$ cat config.mk
export PLATFORM = sky130hd
export DESIGN_NAME = mac32_stim_gen
export DESIGN_NICKNAME = d
export VERILOG_FILES = /design/src/rtl/mac32_stim_gen.sv
export SDC_FILE = /design/constraint.sdc
export NUM_CORES = 1
export LEC_CHECK = 0
export ABC_AREA = 1
export BUFFER_PORTS_ARGS = -buffer_cell sky130_fd_sc_hd__buf_2
export CAP_MARGIN = 25
export CORE_MARGIN = 2
export CORE_UTILIZATION = 53
export CTS_CLUSTER_SIZE = 25
export DETAILED_ROUTE_END_ITERATION = 6
export PLACE_DENSITY = 0.83
export RECOVER_POWER = 25
export SLEW_MARGIN = 20
export SYNTH_ARGS = -nofsm -noshare
export SYNTH_HDL_FRONTEND = slang
export SYNTH_SLANG_ARGS = --single-unit
export TNS_END_PERCENT = 10
$ cat constraint.sdc
create_clock -name clk -period 1.75 [get_ports clk]
set_input_delay 0.35 -clock clk [delete_from_list [all_inputs] [get_ports clk]]
set_output_delay 0.35 -clock clk [all_outputs]
set_load 0.005 [all_outputs]
$ cat src/rtl/mac32_stim_gen.sv
// mac32_stim_gen: operand stimulus generator for a 32-bit floating-point MAC (A + B*C).
// Draws pseudo-random normal-range operands from a Galois LFSR and sends them over a
// valid/ready handshake. Each returned result is reported alongside its operands for
// one cycle. The run ends when the programmed test count is done or the MAC stops answering.
module mac32_stim_gen #(
    parameter int          PARM_XLEN = 32,
    parameter int          PARM_EXP  = 8,
    parameter int          PARM_MANT = 23,
    parameter int          PARM_BIAS = 127,
    parameter int          NUM_TESTS = 16,
    parameter int          TIMEOUT   = 64,
    parameter logic [31:0] SEED      = 32'h0000_0001,
    localparam int         CNT_W     = (NUM_TESTS < 1) ? 1 : $clog2(NUM_TESTS + 1)
) (
    input  logic                 clk,
    input  logic                 rst_n,
    input  logic                 start_i,
    output logic [PARM_XLEN-1:0] A_o,
    output logic [PARM_XLEN-1:0] B_o,
    output logic [PARM_XLEN-1:0] C_o,
    output logic                 op_valid_o,
    input  logic                 op_ready_i,
    input  logic                 res_valid_i,
    input  logic [PARM_XLEN-1:0] Result_i,
    output logic [PARM_XLEN-1:0] Result_o,
    output logic                 result_ready_o,
    output logic [CNT_W-1:0]     test_cnt_o,
    output logic                 busy_o,
    output logic                 done_o,
    output logic                 timeout_o
);

    localparam int          TO_W      = (TIMEOUT < 2) ? 1 : $clog2(TIMEOUT + 1);
    localparam logic [31:0] LFSR_POLY = 32'h8020_0003;
    // An all-zero LFSR would lock up, so a zero seed is replaced by 1.
    localparam logic [31:0] LFSR_INIT = (SEED == 32'h0) ? 32'h1 : SEED;
    localparam logic [TO_W-1:0]  WAIT_LAST = (TIMEOUT < 1) ? '0 : TO_W'(TIMEOUT - 1);
    localparam logic [CNT_W-1:0] CNT_LAST  = CNT_W'(NUM_TESTS);

    typedef enum logic [2:0] {
        IDLE,
        GEN,
        ISSUE,
        WAIT,
        REPORT,
        DONE
    } state_t;

    state_t          state;
    logic [31:0]     lfsr;
    logic [1:0]      gen_idx;
    logic [TO_W-1:0] wait_cnt;
    logic [31:0]     lfsr_step;

    // Galois right-shift LFSR step.
    function automatic logic [31:0] lfsr_next(input logic [31:0] s);
        return (s >> 1) ^ (s[0] ? LFSR_POLY : 32'h0);
    endfunction

    // Map an LFSR word to a normal float: exponent confined to BIAS-8 .. BIAS+7 so the
    // operand is never zero, subnormal, Inf or NaN.
    function automatic logic [PARM_XLEN-1:0] fmt_operand(input logic [31:0] l);
        logic [PARM_EXP-1:0] e;
        e = PARM_EXP'(PARM_BIAS - 8) + PARM_EXP'(l[26:23]);
        return PARM_XLEN'({l[31], e, PARM_MANT'(l[22:0])});
    endfunction

    assign lfsr_step = lfsr_next(lfsr);

    // Control FSM with registered outputs; one LFSR step per GEN cycle.
    always_ff @(posedge clk or negedge rst_n) begin
        if (!rst_n) begin
            state          <= IDLE;
            lfsr           <= LFSR_INIT;
            gen_idx        <= 2'd0;
            wait_cnt       <= '0;
            A_o            <= '0;
            B_o            <= '0;
            C_o            <= '0;
            op_valid_o     <= 1'b0;
            Result_o       <= '0;
            result_ready_o <= 1'b0;
            test_cnt_o     <= '0;
            busy_o         <= 1'b0;
            done_o         <= 1'b0;
            timeout_o      <= 1'b0;
        end else begin
            result_ready_o <= 1'b0;
            case (state)
                IDLE: begin
                    if (start_i) begin
                        if (NUM_TESTS == 0) begin
                            done_o <= 1'b1;
                            state  <= DONE;
                        end else begin
                            busy_o  <= 1'b1;
                            gen_idx <= 2'd0;
                            state   <= GEN;
                        end
                    end
                end
                GEN: begin
                    lfsr    <= lfsr_step;
                    gen_idx <= gen_idx + 2'd1;
                    case (gen_idx)
                        2'd0:    A_o <= fmt_operand(lfsr_step);
                        2'd1:    B_o <= fmt_operand(lfsr_step);
                        default: begin
                            C_o        <= fmt_operand(lfsr_step);
                            op_valid_o <= 1'b1;
                            state      <= ISSUE;
                        end
                    endcase
                end
                ISSUE: begin
                    if (op_valid_o && op_ready_i) begin
                        op_valid_o <= 1'b0;
                        wait_cnt   <= '0;
                        state      <= WAIT;
                    end
                end
                WAIT: begin
                    if (res_valid_i) begin
                        Result_o       <= Result_i;
                        result_ready_o <= 1'b1;
                        test_cnt_o     <= test_cnt_o + 1'b1;
                        state          <= REPORT;
                    end else if (wait_cnt == WAIT_LAST) begin
                        timeout_o <= 1'b1;
                        done_o    <= 1'b1;
                        busy_o    <= 1'b0;
                        state     <= DONE;
                    end else begin
                        wait_cnt <= wait_cnt + 1'b1;
                    end
                end
                REPORT: begin
                    if (test_cnt_o == CNT_LAST) begin
                        done_o <= 1'b1;
                        busy_o <= 1'b0;
                        state  <= DONE;
                    end else begin
                        gen_idx <= 2'd0;
                        state   <= GEN;
                    end
                end
                DONE: begin
                    if (start_i) begin
                        timeout_o  <= 1'b0;
                        test_cnt_o <= '0;
                        if (NUM_TESTS != 0) begin
                            done_o  <= 1'b0;
                            busy_o  <= 1'b1;
                            gen_idx <= 2'd0;
                            state   <= GEN;
                        end
                    end
                end
                default: state <= IDLE;
            endcase
        end
    end

endmodule

==> metrics.csv <==
stage,metric,value,unit
timing,tightestPinTransition,1.05,ns
synthesis,synth_top_family_by_area,simple AND/OR/NAND/NOR gates,
critical_path,cp_max_fo,30,
cells_and_area,nFillCells,1029,
floorplanning,io_pins,175,
synthesis,synth_nets,809,
timing,fin_crit_sh,0.925,
clock_network,clock_latency,0.43,ns
critical_path,worst_ep_arrival_time,1.92,ns
pwr,p_comb_frac,0.275,
outcome,outcome,"finished, final reports clean",
floorplanning,die_y,120,um
cells_and_area,drive_gt1_frac,0.254,
timing,slew_headroom,0.301,
synthesis,yosys.area_share.simple,0.203,
cells_and_area,area_growth,23.6,%
synthesis,synthMuxAreaShare,0,
synthesis,synth_top_area_frac,0.623,
pwr,power_density,1430,nW/um^2
pwr,p_clk_frac,0.311,
drt,viasPerCell,5.18,
synthesis,syn_area,7150,um^2
synthesis,syn_inst,765,
synthesis,yosysTopAreaCell,dfrtp_1,
floorplanning,start_util,0.542,
synthesis,ys_seq_area_frac,0.627,
pwr,switchingPower,0.00431,W
place,hpwl,11100,um
synthesis,synthTopCellsByArea,"dfrtp_1, nand2_1, o21ai_0",
timing,finalClockSkew,0.00865,ns
grt,grt_pass1_vias,5482,
synthesis,synth-xor-area-share,0.0110,
floorplanning,coreArea,13200,um^2
critical_path,endpoint_kind,flip-flop,
grt,track_usage,0.234,
place,port_buffers,174,
place,place_congestion,0.859,
pwr,p_leak,4.76,nW
timing,hold_viol,0,
drt,avgRoutedWirePerCell,14.1,um
synthesis,yosys_warnings,0,
pwr,power_frac_seq,0.414,
timing,fmax,618,MHz
clock_network,clkSinkCount,179,
grt,antenna_found_initial,0,
clock_network,cts.clk_slew.worst_paths,0.07,ns
timing,setup_viol,0,
grt,grt_pass1_wl,26800,um
pwr,finalPower,0.0126,W
cells_and_area,fin_area,8840,um^2
synthesis,synth_compound_area_frac,0.0899,
timing,whs,0.120,ns
drt,vias,5852,
synthesis,synth_adder_area_share,0.0122,
critical_path,crit_path_start_kind,flip-flop,
drt,wl,16000,um
cells_and_area,register_area,4480,um^2
pwr,ir_worst_vdd,0.977,mV
place,placed_area,8230,um^2
job,maxCapViolations,0,
clock_network,cts_max_path_buffers,2,
clock_network,cts_tree,done,
synthesis,synth_seq_cells,179,
drt,ant_nets,0,
cells_and_area,antennaDiodeCount,0,
clock_network,htreeDepth,4,
critical_path,worstSetupPathType,reg2reg,
critical_path,cp.required,2.06,ns
pwr,p_int,0.00832,W
cells_and_area,final_net_count,984,
floorplanning,dieArea,14400,um^2
drt,drtIter0Drc,428,
clock_network,cts_setup_buffers,0,
timing,rsz0062_at_grt,false,
pwr,switching_share,0.341,
grt,grt-ovfl-total,0,
drt,drtPass1Iterations,5,
clock_network,cts_inserted_buffers,17,
floorplanning,placementRows,42,
synthesis,syn_area_per_cell,9.35,um^2
hold_path,hp-class,in2reg,
timing,slew_viol_final,0,
floorplanning,die-width,120,um
grt,grt_max_degree,54,
synthesis,yosys.cell_types.count,30,
drt,drc,0,
timing,fin_tns_setup,0,ns
cells_and_area,multiInputGateArea,2260,um^2
clock_network,cts.root.buffer_cell,clkbuf_16,
timing,period_minus_slack,1.62,ns
==> cell usage after synthesis <==
| master | n |
|---|---|
| ha_1 | 7 |
| nand2_4 | 3 |
| o21bai_1 | 1 |
| o21ai_1 | 43 |
| nor2_1 | 27 |
| a31oi_1 | 8 |
| xor2_1 | 8 |
| nor3b_1 | 2 |
| buf_2 | 20 |
| inv_2 | 8 |
| or2_1 | 1 |
| nor2_4 | 3 |
| nand3_2 | 2 |
| buf_6 | 6 |
| xnor2_1 | 1 |
| o21ai_0 | 71 |
| clkbuf_1 | 1 |
| nand2_1 | 297 |
| a21oi_1 | 3 |
| nand3_1 | 17 |
| nand3b_1 | 1 |
| dfstp_2 | 1 |
| nor2_2 | 1 |
| clkbuf_2 | 1 |
| nand4_1 | 1 |
| dfrtp_1 | 178 |
| inv_1 | 45 |
| nand2_2 | 3 |
| inv_4 | 1 |
| buf_4 | 4 |
==> cell families (layout without fill, tap and decap cells) <==
kind of cell               after synthesis  after routing
xor gates and xnor gates                 9              9
adders and majority gates                7              7
DFF                                    179            179
AOI/OAI and AO/OA                      126            126
buffers and inverters                   86            274
and+or+nand+nor                        358            358
==> per-layer routing <==
metal | track usage | wire [um] | part of all wire | vias to the layer above
li1 | - | - | - | 2763
met2 | 0.362 | 7480 | 0.47 | 279
met4 | 0.0912 | 325 | 0.020 | 0
met3 | 0.0513 | 1160 | 0.072 | 25
met5 | 0 | 0 | 0 | -
met1 | 0.326 | 7010 | 0.44 | 2785
==> state kept, by name, indices dropped and copies added, names as in the netlist <==
register        flops
Result_o           32
lfsr               32
A_o                31
B_o                31
C_o                31
wait_cnt            7
test_cnt_o          5
state               3
gen_idx             2
busy_o              1
done_o              1
op_valid_o          1
result_ready_o      1
timeout_o           1
==> layout by cell type, fill, tap and decap left out, types with 17 or more instances in the layout <==
master	n
o21ai_0	71
nand2_1	297
clkbuf_16	17
inv_1	45
o21ai_1	43
nor2_1	26
nand3_1	17
dfrtp_1	178
buf_2	173
==> worst max-delay path, stage by stage, from the launching register on <==
cell     delay, ns
dfrtp_1       0.47
nor2_4        0.18
nand2_2       0.10
inv_4         0.17
nand2_4       0.19
buf_12        0.22
nand2_1       0.08
o21ai_1       0.08
==> timing repair <==
action,4_1_cts,5_1_grt
gates resized for setup,0,1
hold buffers,1,0
endpoints found under the hold margin,36,0
endpoints found under the setup margin,0,2
==> final cells by class <==
cell class / count / share of cell area
repair buffers: 188 / 0.120
multi-input cells: 500 / 0.256
inverters: 54 / 0.0232
well taps: 176 / 0.0249
clock inverters: 14 / 0.0200
clock buffers: 18 / 0.0497
flip-flops and latches: 179 / 0.507
==> final timing paths <==
path / startpoint / endpoint / slack, ns / cells past startpoint
worst max-delay path: state[1]$_DFFE_PN0P_ / A_o[30]$_DFFE_PN0P_ / 0.13 / 7
worst min-delay path: Result_i[4] / Result_o[4]$_DFFE_PN0P_ / 0.12 / 3
worst max register to register: state[1]$_DFFE_PN0P_ / A_o[30]$_DFFE_PN0P_ / 0.13 / 7
worst min register to register: Result_o[18]$_DFFE_PN0P_ / Result_o[18]$_DFFE_PN0P_ / 0.47 / 2
max in group asynchronous: rst_n / Result_o[17]$_DFFE_PN0P_ / 0.23 / 3
min in group asynchronous: rst_n / A_o[11]$_DFFE_PN0P_ / 0.65 / 2
==> power groups by stage <==
stage	combinational (W)	clock, W	sequential, W
6_report	0.00348	0.00392	0.00523
3_3_place_gp	0.00340	0	0.00527
2_1_floorplan	0.00226	0	0.00529
5_1_grt	0.00393	0.00417	0.00531
3_5_place_dp	0.00350	0	0.00526
4_1_cts	0.00351	0.00398	0.00523
==> per-stage QoR <==
stage,cells,utilization,setup slack [ns]
4_1_cts,1129,0.671,0.105
2_1_floorplan,765,-,0.379
3_5_place_dp,1096,0.624,0.130
5_1_grt,1129,0.670,0.0278
6_report,1129,0.670,0.131
3_3_place_gp,1096,0.624,0.198
(Power assumes the default switching activity.)
